[src/rtl/fetch_stage.sv]
// -----------------------------------------------------------------------------
// fetch_stage
//
// F-stage PC register and F/D pipeline register of the P7 MIPS pipeline.
// The PC register takes the next PC from the NPC block. The current PC goes
// back to NPC and to instruction memory. Each fetched word is checked for an
// address error (AdEL) and passed to D together with its ExcCode and its
// branch-delay tag. This block also handles hazard stalls, the redirect on
// exception entry, and the squash of the slot that follows an eret.
//
// Ports
//   clk           in   1   system clock, rising edge
//   reset         in   1   asynchronous, active-high reset
//   npc           in  32   next PC from the NPC block
//   i_inst_rdata  in  32   IM read data at F_PC (combinational)
//   stall         in   1   hazard stall: hold PC and F/D
//   req           in   1   exception/interrupt accepted: go to handler
//   D_is_jump     in   1   D holds a branch/jump, so F is its delay slot
//   D_eret        in   1   D holds eret
//   F_PC          out 32   current fetch PC
//   D_PC          out 32   PC of the instruction in D
//   D_instr       out 32   instruction in D
//   D_ExcCode     out  5   fetch exception code carried into D (0 = none)
//   D_BD          out  1   instruction in D is a branch delay slot
// -----------------------------------------------------------------------------
module fetch_stage #(
    parameter logic [31:0] RESET_PC   = 32'h0000_3000,
    parameter logic [31:0] HANDLER_PC = 32'h0000_4180,
    parameter logic [31:0] IM_LO      = 32'h0000_3000,
    parameter logic [31:0] IM_HI      = 32'h0000_6FFC
) (
    input  logic        clk,
    input  logic        reset,
    input  logic [31:0] npc,
    input  logic [31:0] i_inst_rdata,
    input  logic        stall,
    input  logic        req,
    input  logic        D_is_jump,
    input  logic        D_eret,
    output logic [31:0] F_PC,
    output logic [31:0] D_PC,
    output logic [31:0] D_instr,
    output logic [4:0]  D_ExcCode,
    output logic        D_BD
);

    localparam logic [4:0] EXC_ADEL = 5'd4;
    localparam logic [4:0] EXC_NONE = 5'd0;

    logic [31:0] f_pc_q,      f_pc_d;
    logic [31:0] d_pc_q,      d_pc_d;
    logic [31:0] d_instr_q,   d_instr_d;
    logic [4:0]  d_exc_q,     d_exc_d;
    logic        d_bd_q,      d_bd_d;

    logic        f_exc;
    logic [4:0]  f_exc_code;
    logic [31:0] f_instr;

    // The address check runs on the registered PC. npc therefore has no
    // combinational path to any output. A misaligned or out-of-range fetch
    // becomes a nop, so the bad word never reaches decode.
    always_comb begin
        f_exc      = (f_pc_q[1:0] != 2'b00) || (f_pc_q < IM_LO) || (f_pc_q > IM_HI);
        f_exc_code = f_exc ? EXC_ADEL : EXC_NONE;
        f_instr    = f_exc ? 32'h0 : i_inst_rdata;
    end

    // Next state, in priority order: req, then stall, then eret squash,
    // then normal advance.
    // NOTE: every comb output gets a default first, so no path can infer a latch.
    always_comb begin
        f_pc_d    = f_pc_q;
        d_pc_d    = d_pc_q;
        d_instr_d = d_instr_q;
        d_exc_d   = d_exc_q;
        d_bd_d    = d_bd_q;

        if (req) begin
            // The flushed bubble carries the handler PC, so the visible
            // PC in D stays meaningful.
            f_pc_d    = HANDLER_PC;
            d_pc_d    = HANDLER_PC;
            d_instr_d = 32'h0;
            d_exc_d   = EXC_NONE;
            d_bd_d    = 1'b0;
        end else if (stall) begin
            // Hold everything. A pending eret squash waits until the stall clears.
        end else if (D_eret) begin
            f_pc_d    = npc;
            d_pc_d    = f_pc_q;
            d_instr_d = 32'h0;
            d_exc_d   = EXC_NONE;
            d_bd_d    = 1'b0;
        end else begin
            f_pc_d    = npc;
            d_pc_d    = f_pc_q;
            d_instr_d = f_instr;
            d_exc_d   = f_exc_code;
            d_bd_d    = D_is_jump;
        end
    end

    // NOTE: sequential state uses non-blocking assignments only. Reset is
    // asynchronous, so outputs return to their reset values without a clock edge.
    always_ff @(posedge clk or posedge reset) begin
        if (reset) begin
            f_pc_q    <= RESET_PC;
            d_pc_q    <= RESET_PC;
            d_instr_q <= 32'h0;
            d_exc_q   <= EXC_NONE;
            d_bd_q    <= 1'b0;
        end else begin
            f_pc_q    <= f_pc_d;
            d_pc_q    <= d_pc_d;
            d_instr_q <= d_instr_d;
            d_exc_q   <= d_exc_d;
            d_bd_q    <= d_bd_d;
        end
    end

    assign F_PC      = f_pc_q;
    assign D_PC      = d_pc_q;
    assign D_instr   = d_instr_q;
    assign D_ExcCode = d_exc_q;
    assign D_BD      = d_bd_q;

endmodule

[config.mk]
export PLATFORM = sky130hd
export DESIGN_NAME = fetch_stage
export DESIGN_NICKNAME = d
export VERILOG_FILES = /design/src/rtl/fetch_stage.sv
export SDC_FILE = /design/constraint.sdc
export NUM_CORES = 1
export LEC_CHECK = 0
export ABC_AREA = 1
export BUFFER_PORTS_ARGS = -buffer_cell sky130_fd_sc_hd__buf_2
export CAP_MARGIN = 10
export CORE_ASPECT_RATIO = 0.7
export CORE_MARGIN = 1
export CORE_UTILIZATION = 41
export DETAILED_ROUTE_END_ITERATION = 8
export PLACE_DENSITY = 0.72
export SETUP_SLACK_MARGIN = 0.5
export SYNTH_ARGS = -nofsm -noshare
export SYNTH_HDL_FRONTEND = slang
export SYNTH_SLANG_ARGS = --single-unit
[constraint.sdc]
create_clock -name clk -period 8.1 [get_ports clk]
set_input_delay 1.215 -clock clk [delete_from_list [all_inputs] [get_ports clk]]
set_output_delay 1.215 -clock clk [all_outputs]
set_load 0.01 [all_outputs]
Word level (Yosys, flattened, before mapping) --
Cells that the tools add are included.
Cells by class: order comparisons 2, equal/unequal tests 1, multiplexer cells 15, reductions and logical operators 3
Operators with widths (number):
- 32-bit two-way mux | 8
- 32-bit by 15-bit greater-than comparator with 1-bit output (second input constant) | 1
- 32-bit by 14-bit < comparator with 1-bit output (second input constant) | 1
- 5-bit two-way mux | 2
- 3-bit two-way mux | 2
- 1-bit two-way mux | 3
- 1-bit logical OR | 2
- 2-bit by 1-bit inequality test with 1-bit output (second input constant) | 1
- 2-bit nonzero test | 1
Word-level totals: bits in registers 102, input port bits 70, output and inout port bits 102, word-level logic and storage cells 26

Depth between registers and ports, before layout --
Gate-level depths: netlist of the first run.
word-level depth 7, mapped depth 8, mapped depth without buffers 7

Worst setup path after synthesis of the first run --
Ideal clock, no wire load.
kind input to register, start input req, end register d_instr_q[19] (netlist: D_instr[19]), library setup time 66 ps, arrival time 2081 ps, required time 8034 ps, path slack 5954 ps, stages on the path 8, path buffers 2, path through nor2_4 -> inv_2 -> or2_1 -> buf_2 -> buf_6 -> nor2_1 -> nand2_1 -> nand2_1
On the way: longest elaborated chain between the ends 1, elaborated cells on any way between the ends 2, those cells by class eq/ne: 1; mux: 1
RTL lines:
- start: declaration | line 37 | input logic req,
- 2-bit by 1-bit inequality test with 1-bit output (no source line) or 32-bit two-way mux (tied branches)
- end signal: assignment | line 116 | d_instr_q <= d_instr_d;
- end: declaration | line 52 | logic [31:0] d_instr_q, d_instr_d;
Parallel ways exist; a longest one is shown, timed or not. A chain may end at the register's enable or synchronous reset.

Worst setup path in the final report of the first run --
start input req, end register d_instr_q[14] (netlist: D_instr[14])
Same word-level chain as after synthesis.

==> out/qor.csv, run 1 <==
stage;metric;value;unit
sta;RSZ-0062 raised after global routing;no;
cts;CTS max path bufs;2;
setup_path;worst-path fanout max;34;
synthesis;Netlist cell types;20;
floorplanning;Ports;172;
sta;Setup TNS Final;0;ns
cts;post-cts hold buffer count;0;
floorplanning;die area;10360;µm²
synthesis;synth cell count leaders;164 x nand2_1, 94 x dfrtp_1, 68 x inv_1;
drt;Detailed Route Iter0 Violations;188;
synthesis;top-count cell post-synth;nand2_1;
pwr;Leak;3.064;nW
setup_path;Critical Path Sink Type;flop;
global_route;largest net degree at the start of global routing;90;
sta;final setup vio count;0;
pwr;Pwr Total;1.038;mW
drt;DRC violations left;0;
final_layout;fin area;5311;µm²
cts;clock-pin slew on the worst setup and hold paths;0.07;ns
floorplanning;Core ar.;9684;µm²
drt;DRT Pass-1 Iters;4;
floorplanning;die height;85.47;µm
final_layout;Nets;709;
cts;CTS resizes;0;
drt;Routed wire per std cell;13.26;µm
sta;minimum clock period;3.079;ns
sta;Fin. Hold Viols;0;
setup_path;CP dominant cell by count;nand2_1;
hold_path;Hold Startpoint;D_instr[21];
sta;fmax;324.8;MHz
sta;Rel. slew slack;38.55;%
drt;final WL;10.25;mm
synthesis;Syn. warnings;0;
setup_path;Critical path origin;req;
synthesis;Yosys top cell area share;57.65;%
floorplanning;Die X-Extent;121.2;µm
outcome;result of the run;finished clean;
placed_design;placed inst area;4974;µm²
sta;Final period util;38.02;%
synthesis;Area contributors post-synth;dfrtp_1 58%, nand2_1 15%, o21ai_0 7.1%;
synthesis;main flop type after synthesis;dfrtp_1;
synthesis;Synth Cell Area;4080;µm²
floorplanning;initial core utilization;42.13;%
setup_path;type of origin of the critical path;input port;
final_layout;Filler cells;936;
setup_path;Critical Path Max Stage Delay;0.63;ns
global_route;initial antenna violation count;1;
drt;detailed-route vias per instance;4.567;
drt;ANT nets after route;0;
sta;Slew Viols, Final;0;
setup_path;CP Data Required Time;8.37;ns
cts;# Post-CTS Setup Buffers;0;
final_layout;area growth from synthesis to layout;30.17;%
synthesis;synthesized instance count;480;
setup_path;Worst Path Arrival;3.35;ns
floorplanning;row cnt;30;
cts;total CTS buffers;9;
global_route;Overflow after GRT;0;
pwr;P per Cell Area;195.5;nW/µm²
setup_path;Reg2Reg Launch Point;F_PC[19];
synthesis;asr flop ratio synth;100.0;%
synthesis;synthesized area per cell;8.500;µm²
synthesis;largest area contributor in the synthesized netlist;dfrtp_1;
placed_design;I/O Buffers;167;
sta;final clock skew;0.007271;ns
final_layout;footprint of the multi-input gates;1236;µm²
placed_design;post-DP HPWL;6.913;mm
global_route;GRT Util Overall;20.90;%
global_route;first-pass GRT wire length;16.83;mm
cts;root buf cell;clkbuf_16;
synthesis;register area share after synthesis;60.23;%
setup_path;CP Cell Sequence;buf_2, nor2_4, inv_2, or2_1, buf_4, nor2_1, nand2_1, nand2_1;
drt;via count;3530;
cts;CTS tree;done;
cts;CTS H-tree depth;3;
cts;latest clock arrival within the worst-skew pair;0.34;ns
pwr;VDD IR-drop max;0.0001134;V
setup_path;critical path class;in2reg;
setup_path;Critical-path top delay cell;nor2_4;
synthesis;Post-synth EDFFs;0;
placed_design;Placer Congestion;0.7890;
flow_run;max_cap viols;0;
hold_path;Worst Hold Class;reg2reg;
final_layout;register area;2457;µm²
synthesis;register bit total from synthesis;98;
sta;Slew @ Worst Pin;0.9208;ns
final_layout;share of cells above drive strength 1;33.07;%
global_route;vias in the first global route;3461;
cts;clk sinks;98;
area by class of cell:
type / instances / area share, %
multi-input cells: 289 / 23.27
inverters: 69 / 4.923
flip-flops and latches: 98 / 46.27
well taps: 128 / 3.015
repair buffers: 172 / 16.89
clock buffers: 10 / 4.311
clock inverters: 6 / 1.272
diodes: 1 / 0.04711
power breakdown:
group          switching, mW  total, mW  internal [mW]  leakage, nW
Clock                  0.182      0.421          0.239        0.127
Combinational         0.0646      0.101         0.0365         1.63
Sequential            0.0106      0.516          0.505         1.30
Total                  0.257       1.04          0.781         3.06
metrics by stage:
stage	instances	hold slack [ns]	setup WS (ns)	utilization, %
5_1_grt	773	0.4994	4.820	54.85
3_5_place_dp	754	0.4602	4.682	51.36
3_3_place_gp	754	0.4577	4.716	51.36
4_1_cts	770	0.4792	5.045	54.42
2_1_floorplan	483	0.4947	4.330	-
6_report	773	0.4742	5.021	54.85
per-layer routing:
layer / global-route usage [%] / share of wire (%) / vias up
met2: 32.83 / 46 / 142
met5: 0 / 0 / -
met4: 5.948 / 1.3 / 0
li1: - / - / 1742
met1: 28.50 / 45 / 1637
met3: 5.578 / 7.7 / 9
sequential cells by signal, summed over array words and instances (netlist names):
register,cells
D_PC,32
D_BD,1
D_ExcCode,1
F_PC,32
D_instr,32
worst paths after layout:
| check | slack, ns | cells after the start | endpoint |
|---|---|---|---|
| setup / recovery | 5.02 | 8 | D_instr[14] |
| hold / removal | 0.47 | 2 | D_instr[21] |
| setup reg to reg | 6.25 | 8 | D_instr[20] |
| hold reg to reg | 0.47 | 2 | D_instr[21] |
| max in group asynchronous | 6.36 | 4 | D_instr[22] |
| min in group asynchronous | 0.76 | 2 | D_instr[18] |
logic make-up (layout without fill, tap and decap cells):
logic type / Yosys count / in the layout / share of synthesized area [%]
AND/OR/NAND/NOR: 219 / 219 / 21.53
AO/OA/AOI/OAI: 66 / 66 / 8.157
flip-flops: 98 / 98 / 60.23
buffers and inverters: 96 / 257 / 9.997
other: 1 / 5 / 0.09191
critical path: cells and delay by family:
family / cells / cell delay, ns
AND/OR/NAND/NOR: 5 / 1.28
buffers and inverters: 3 / 0.84
layout by cell type (no fill, tap or decap), types with 2 or more instances in the layout:
cell,instances
conb_1,4
clkinvlp_4,5
buf_4,3
inv_1,67
nand3_1,2
nand2_1,164
dfrtp_1,94
nor2_2,18
dfstp_2,4
clkbuf_16,9
nor2_1,31
nor2_4,2
o21ai_0,58
a21oi_1,6
buf_2,167
No activity file was read; power rests on OpenSTA's default activity.
==> run 2: changes to the inputs <==
ABC_AREA = 0   (was 1)
PLACE_DENSITY = 0.76   (was 0.72)
clock period = 2.65 ns   (was 8.1 ns; I/O delays follow)
==> out/qor.csv, run 2 <==
stage;metric;value;unit;change
outcome;result of the run;finished clean;;
hold_path;Worst Hold Class;in2async;;
pwr;Leak;2.913;nW;-4.9%
floorplanning;die area;9968;µm²;-3.8%
pwr;VDD IR-drop max;0.0004264;V;+280%
setup_path;Critical Path Sink Type;flop;;
synthesis;synthesized area per cell;12.95;µm²;+52%
cts;total CTS buffers;9;;unchanged
cts;root buf cell;clkbuf_16;;
setup_path;type of origin of the critical path;flop;;
setup_path;Worst Path Arrival;2.12;ns;-1.23 ns
sta;Final period util;70.15;%;
final_layout;register area;2457;µm²;unchanged
final_layout;Non-Filler Instances;593;;-23%
sta;minimum clock period;1.859;ns;
floorplanning;Die X-Extent;118.9;µm;-1.9%
synthesis;Yosys top cell area share;59.97;%;+2.3 points
sta;Slew Viols, Final;0;;unchanged
cts;# Post-CTS Setup Buffers;0;;unchanged
synthesis;Synth Cell Area;3923;µm²;-3.9%
synthesis;register bit total from synthesis;98;;unchanged
floorplanning;row cnt;29;;-3.3%
synthesis;asr flop ratio synth;100.0;%;unchanged
sta;Slew @ Worst Pin;0.6760;ns;-0.2448 ns
synthesis;largest area contributor in the synthesized netlist;dfrtp_1;;
floorplanning;die height;83.84;µm;-1.9%
synthesis;register area share after synthesis;62.65;%;+2.4 points
final_layout;Nets;534;;-25%
global_route;largest net degree at the start of global routing;99;;+10%
final_layout;footprint of the multi-input gates;1325;µm²;+7.2%
synthesis;Netlist cell types;24;;+20%
final_layout;Antenna Cells;0;;-1
sta;RSZ-0062 raised after global routing;no;;
flow_run;max_cap viols;0;;unchanged
cts;latest clock arrival within the worst-skew pair;0.33;ns;about the same
sta;Fin. Hold Viols;0;;unchanged
drt;Detailed Route Iter0 Violations;130;;-31%
drt;DRT Pass-1 Iters;4;;unchanged
synthesis;Post-synth EDFFs;0;;unchanged
cts;CTS resizes;0;;unchanged
drt;ANT nets after route;0;;unchanged
placed_design;I/O Buffers;167;;unchanged
final_layout;most frequent cells in the layout;166 x buf_2, 94 x dfrtp_1, 58 x mux2i_1, 58 x nor2_1, 33 x a22o_1;;
global_route;GRT Util Overall;18.78;%;-2.1 points
cts;clk sinks;98;;unchanged
cts;clock-pin slew on the worst setup and hold paths;0.06;ns;about the same
synthesis;synth cell count leaders;94 x dfrtp_1, 58 x mux2i_1, 58 x nor2_1;;
drt;final WL;9.028;mm;-12%
synthesis;synthesized instance count;303;;-37%
drt;DRC violations left;0;;unchanged
drt;Routed wire per std cell;15.22;µm;+15%
cts;CTS max path bufs;2;;unchanged
global_route;vias in the first global route;2857;;-17%
synthesis;Syn. warnings;0;;unchanged
sta;Setup TNS Final;0;ns;unchanged
placed_design;Placer Congestion;0.7360;;-6.7%
placed_design;placed cells;577;;-23%
pwr;P per Cell Area;636.9;nW/µm²;+230%
final_layout;Filler cells;800;;-15%
global_route;initial antenna violation count;0;;-1
sta;WHS;0.1851;ns;-0.2892 ns
sta;Rel. slew slack;54.94;%;+16 points
floorplanning;Core ar.;9180;µm²;-5.2%
sta;final setup vio count;0;;unchanged
global_route;Overflow after GRT;0;;unchanged
synthesis;Area contributors post-synth;dfrtp_1 60%, mux2i_1 15%, a22o_1 7.4%;;
cts;CTS H-tree depth;3;;unchanged
sta;fmax;538.0;MHz;
final_layout;area growth from synthesis to layout;31.58;%;
final_layout;share of cells above drive strength 1;42.22;%;+9.1 points
setup_path;CP Data Required Time;2.92;ns;-5.45 ns
setup_path;Worst Reg2Reg Path Length in Cells;5;;-3
global_route;first-pass GRT wire length;14.68;mm;-13%
synthesis;main flop type after synthesis;dfrtp_1;;
setup_path;critical path class;reg2reg;;
floorplanning;initial core utilization;42.73;%;+0.60 points
setup_path;worst-path fanout max;32;;-5.9%
final_layout;commonest non-fill, non-tap cell in the layout;buf_2;;
cts;CTS tree;done;;
cts;post-cts hold buffer count;0;;unchanged
synthesis;top-count cell post-synth;dfrtp_1;;
sta;final clock skew;0.006662;ns;-0.0006091 ns
drt;via count;2925;;-17%
placed_design;post-DP HPWL;6.298;mm;-8.9%
floorplanning;Ports;172;;unchanged
drt;detailed-route vias per instance;4.933;;+8.0%
## run 2: per-stage QoR
| step | instance area, µm² | utilization (%) | total power [mW] | setup slack [ns] |
|---|---|---|---|---|
| 2_1_floorplan | 3938 | - | 1.799 | 1.069 |
| 3_3_place_gp | 4841 | 52.73 | 1.929 | 0.7872 |
| 3_5_place_dp | 4841 | 52.73 | 1.941 | 0.7093 |
| 4_1_cts | 5161 | 56.22 | 3.325 | 0.7617 |
| 5_1_grt | 5161 | 56.22 | 3.434 | 0.6775 |
| 6_report | 5161 | 56.22 | 3.287 | 0.7911 |
## run 2: per-layer routing
metal | global-route usage [%] | vias up | share of wire (%)
met3 | 5.533 | 5 | 5.8
met4 | 4.833 | 0 | 0.71
met5 | 0 | - | 0
met2 | 28.65 | 100 | 47
li1 | - | 1373 | -
met1 | 26.24 | 1447 | 47
## run 2: cell type report
| type | instances | share of cell area (%) |
|---|---|---|
| clock buffers | 11 | 4.703 |
| clock inverters | 5 | 1.503 |
| inverters | 1 | 0.1455 |
| multi-input cells | 181 | 25.67 |
| flip-flops and latches | 98 | 47.61 |
| well taps | 124 | 3.006 |
| repair buffers | 173 | 17.36 |
## run 2: kinds of logic (layout without fill, tap and decap cells)
group	count (synthesis)	count (layout)	share of synthesized area, %
mux	58	58	14.80
buf+inv	27	190	3.923
simple gates	77	77	9.250
compound gates	42	42	9.283
flops	98	98	62.65
other cells	1	4	0.09560
## run 2: worst max-delay path: stages, from the launching register on
cell and delay (ns):
dfrtp_1 0.42, nor4_2 0.36, nand2_1 0.17, nor4_4 0.28
buf_4 0.36, a22o_1 0.20
## run 2: where the power goes
part | internal (mW) | switching [mW] | total, mW
sequential | 1.55 | 0.0419 | 1.59
combinational | 0.140 | 0.180 | 0.320
clock | 0.850 | 0.529 | 1.38
## run 2: path summary, 6_finish.rpt
path	end	slack, ns	from
max	D_instr[5]	0.79	F_PC[27]
min	F_PC[4]	0.19	reset
max reg2reg	D_instr[5]	0.79	F_PC[27]
min reg2reg	D_PC[7]	0.50	D_PC[7]
max in group asynchronous	F_PC[12]	2.02	reset
min in group clk	D_instr[4]	0.28	i_inst_rdata[4]
==> run 3: changes to the inputs <==
ABC_AREA = 1   (was 0)
PLACE_DENSITY = 0.75   (was 0.76)
clock period = 1.51 ns   (was 2.65 ns; I/O delays follow)
==> out/qor.csv, run 3 (synthesis results as in run 1) <==
stage;metric;value;unit;change
outcome;result of the run;finished clean;;
flow_run;max_cap viols;0;;unchanged
sta;Fin. Hold Viols;0;;unchanged
cts;total CTS buffers;9;;unchanged
global_route;GRT Util Overall;22.66;%;+3.9 points
pwr;Psw;1.438;mW;+91%
floorplanning;Die X-Extent;121.2;µm;+2.0%
setup_path;critical path class;reg2reg;;
setup_path;Reg2Reg Launch Point;F_PC[25];;
pwr;combinational group share of total power;13.3;%;+3.6 points
setup_path;Worst Setup EP;D_instr[11];;
setup_path;type of origin of the critical path;flop;;
cts;clk sinks;98;;unchanged
cts;root buf cell;clkbuf_16;;
floorplanning;die area;10360;µm²;+3.9%
sta;Slew Viols, Final;0;;unchanged
global_route;initial antenna violation count;0;;unchanged
global_route;first-pass GRT wire length;18.06;mm;+23%
sta;final clock skew;0.005955;ns;-0.0007068 ns
sta;final setup vio count;0;;unchanged
sta;RSZ-0062 raised after global routing;yes;;
global_route;Overflow after GRT;0;;unchanged
sta;minimum clock period;1.482;ns;-0.3767 ns
placed_design;Placer Congestion;0.8122;;+10%
sta;fmax;674.7;MHz;+25%
pwr;sequential share of power;47.8;%;-0.5 points
setup_path;Buffers & Inverters on Critical Path;2;;+1
setup_path;flop2flop setup slack;0.03;ns;-0.76 ns
final_layout;most frequent cells in the layout;143 x buf_2, 129 x nand2_1, 94 x dfrtp_1;;
hold_path;Worst Hold Class;in2reg;;
drt;ANT nets after route;0;;unchanged
final_layout;share of cells above drive strength 1;44.73;%;+2.5 points
drt;DRC violations left;0;;unchanged
setup_path;Critical-path top delay cell;dfrtp_1;;
drt;DRT Pass-1 Iters;7;;+3
global_route;largest net degree at the start of global routing;54;;-45%
final_layout;area growth from synthesis to layout;54.25;%;
setup_path;Worst Path Arrival;1.76;ns;-0.36 ns
setup_path;Critical Path Sink Type;flop;;
setup_path;Worst Reg2Reg Path Length in Cells;9;;+4
placed_design;I/O Buffers;167;;unchanged
setup_path;CP Data Required Time;1.79;ns;-1.13 ns
global_route;vias in the first global route;3687;;+29%
final_layout;commonest non-fill, non-tap cell in the layout;buf_2;;
pwr;Clock Power Share;38.8;%;-3.1 points
setup_path;Top delay family on crit path;simple AND/OR/NAND/NOR gates;;
setup_path;Stages on worst setup path;9;;+4
drt;detailed-route vias per instance;4.607;;-6.6%
cts;CTS H-tree depth;3;;unchanged
floorplanning;Ports;172;;unchanged
drt;Routed wire per std cell;13.79;µm;-9.4%
setup_path;CP Cell Sequence;nor2_2, nand2_1, nor2_1, nand2_2, nor2_4, buf_6, clkbuf_16, nand2_2, nand2_1;;
sta;WHS;0.09149;ns;-0.09359 ns
final_layout;Antenna Cells;0;;unchanged
cts;CTS tree;done;;
floorplanning;die height;85.47;µm;+1.9%
floorplanning;initial core utilization;42.13;%;-0.60 points
sta;Final period util;98.16;%;+28 points
setup_path;Critical path origin;F_PC[25];;
floorplanning;row cnt;30;;+3.4%
cts;latest clock arrival within the worst-skew pair;0.34;ns;about the same
setup_path;Critical Path Max Stage Delay;0.41;ns;about the same
floorplanning;Core ar.;9684;µm²;+5.5%
cts;CTS max path bufs;2;;unchanged
pwr;VDD IR-drop max;0.0004944;V;+16%
cts;clock-pin slew on the worst setup and hold paths;0.07;ns;about the same
final_layout;Filler cells;828;;+3.5%
pwr;Leak;3.674;nW;+26%
pwr;P per Cell Area;919.7;nW/µm²;+44%
drt;via count;3865;;+32%
setup_path;worst-path fanout max;8;;-75%
placed_design;post-DP HPWL;7.100;mm;+13%
pwr;Sw Ratio;24.84;%;+2.0 points
final_layout;Nets;777;;+46%
setup_path;reg2reg end;D_instr[11];;
pwr;Int Pwr;4.350;mW;+72%
drt;Detailed Route Iter0 Violations;227;;+75%
drt;final WL;11.57;mm;+28%
final_layout;Final Util;64.99;%;+8.8 points
[run 3: cell types whose count changed in the layout (fill, tap and decap cells not counted), moves of 33 or more]
| cell | previous run | this run |
|---|---|---|
| o21ai_0 | 0 | 57 |
| buf_6 | 0 | 39 |
| inv_1 | 0 | 67 |
| a22o_1 | 33 | 0 |
| buf_4 | 6 | 48 |
| mux2i_1 | 58 | 0 |
| nand2_1 | 3 | 129 |
[run 3: power groups by stage]
stage                     Clock [mW]  Sequential, mW  Combinational, mW
final                           2.25            2.77              0.772
after global routing            2.41            2.78              0.850
after CTS                       2.29            2.76              0.709
after detailed placement           0            2.81              0.580
after global placement             0            2.81              0.567
after floorplan                    0            2.85              0.269
[run 3: worst register-to-register path, stage by stage, from the launching register on]
cell and delay (ns):
dfrtp_1 0.41, nor2_2 0.11, nand2_1 0.07, nor2_1 0.13
nand2_2 0.12, nor2_4 0.18, buf_6 0.15, clkbuf_16 0.17
nand2_2 0.05, nand2_1 0.05
[run 3: layout make-up]
cell class	count	area (µm²)	share of cell area, %
multi-input combinational	289	1401	22.27
clock inverter	4	53.80	0.8549
tap	128	160.2	2.545
sequential	98	2457	39.05
inverter	69	262.8	4.175
timing repair buffer	240	1725	27.42
clock buffer	11	232.7	3.698
[run 3: worst min-delay path by stage]
stage,start,endpoint,slack (ns),cells past startpoint
2_1_floorplan,npc[12],F_PC[12],0.34,2
3_3_place_gp,reset,D_instr[14],0.34,3
3_5_place_dp,reset,D_instr[15],0.35,3
4_1_cts,npc[2],F_PC[2],0.08,3
5_1_grt,npc[19],F_PC[19],0.09,3
6_report,npc[6],F_PC[6],0.09,3
[run 3: metal layers]
| metal | track usage [%] | vias up | part of all wire (%) |
|---|---|---|---|
| met1 | 29.38 | 1810 | 44 |
| met3 | 6.586 | 13 | 7.4 |
| met4 | 6.734 | 0 | 1.1 |
| met5 | 0 | - | 0 |
| met2 | 36.88 | 158 | 47 |
| li1 | - | 1884 | - |
[run 3: what timing repair did]
| item | CTS | global route |
|---|---|---|
| setup endpoints to repair | 131 | 132 |
| buffers inserted | 38 | 22 |
| hold buffers | 1 | 0 |
| gates cloned | 2 | 1 |
| endpoints found under the hold margin | 46 | 0 |
| resized for setup | 38 | 55 |
| pin swaps | 5 | 10 |
[run 3: metrics by stage]
| stage | cell area [µm²] | setup TNS [ns] | setup slack, ns | total power, mW | instances |
|---|---|---|---|---|---|
| 6_report | 6294 | 0 | 0.02785 | 5.788 | 839 |
| 4_1_cts | 5913 | 0 | 0.09528 | 5.757 | 816 |
| 3_5_place_dp | 5105 | 0 | 0.07214 | 3.392 | 760 |
| 2_1_floorplan | 4136 | 0 | 0.1251 | 3.118 | 483 |
| 5_1_grt | 6294 | -1.263 | -0.06550 | 6.039 | 839 |
| 3_3_place_gp | 5105 | 0 | 0.1105 | 3.376 | 760 |
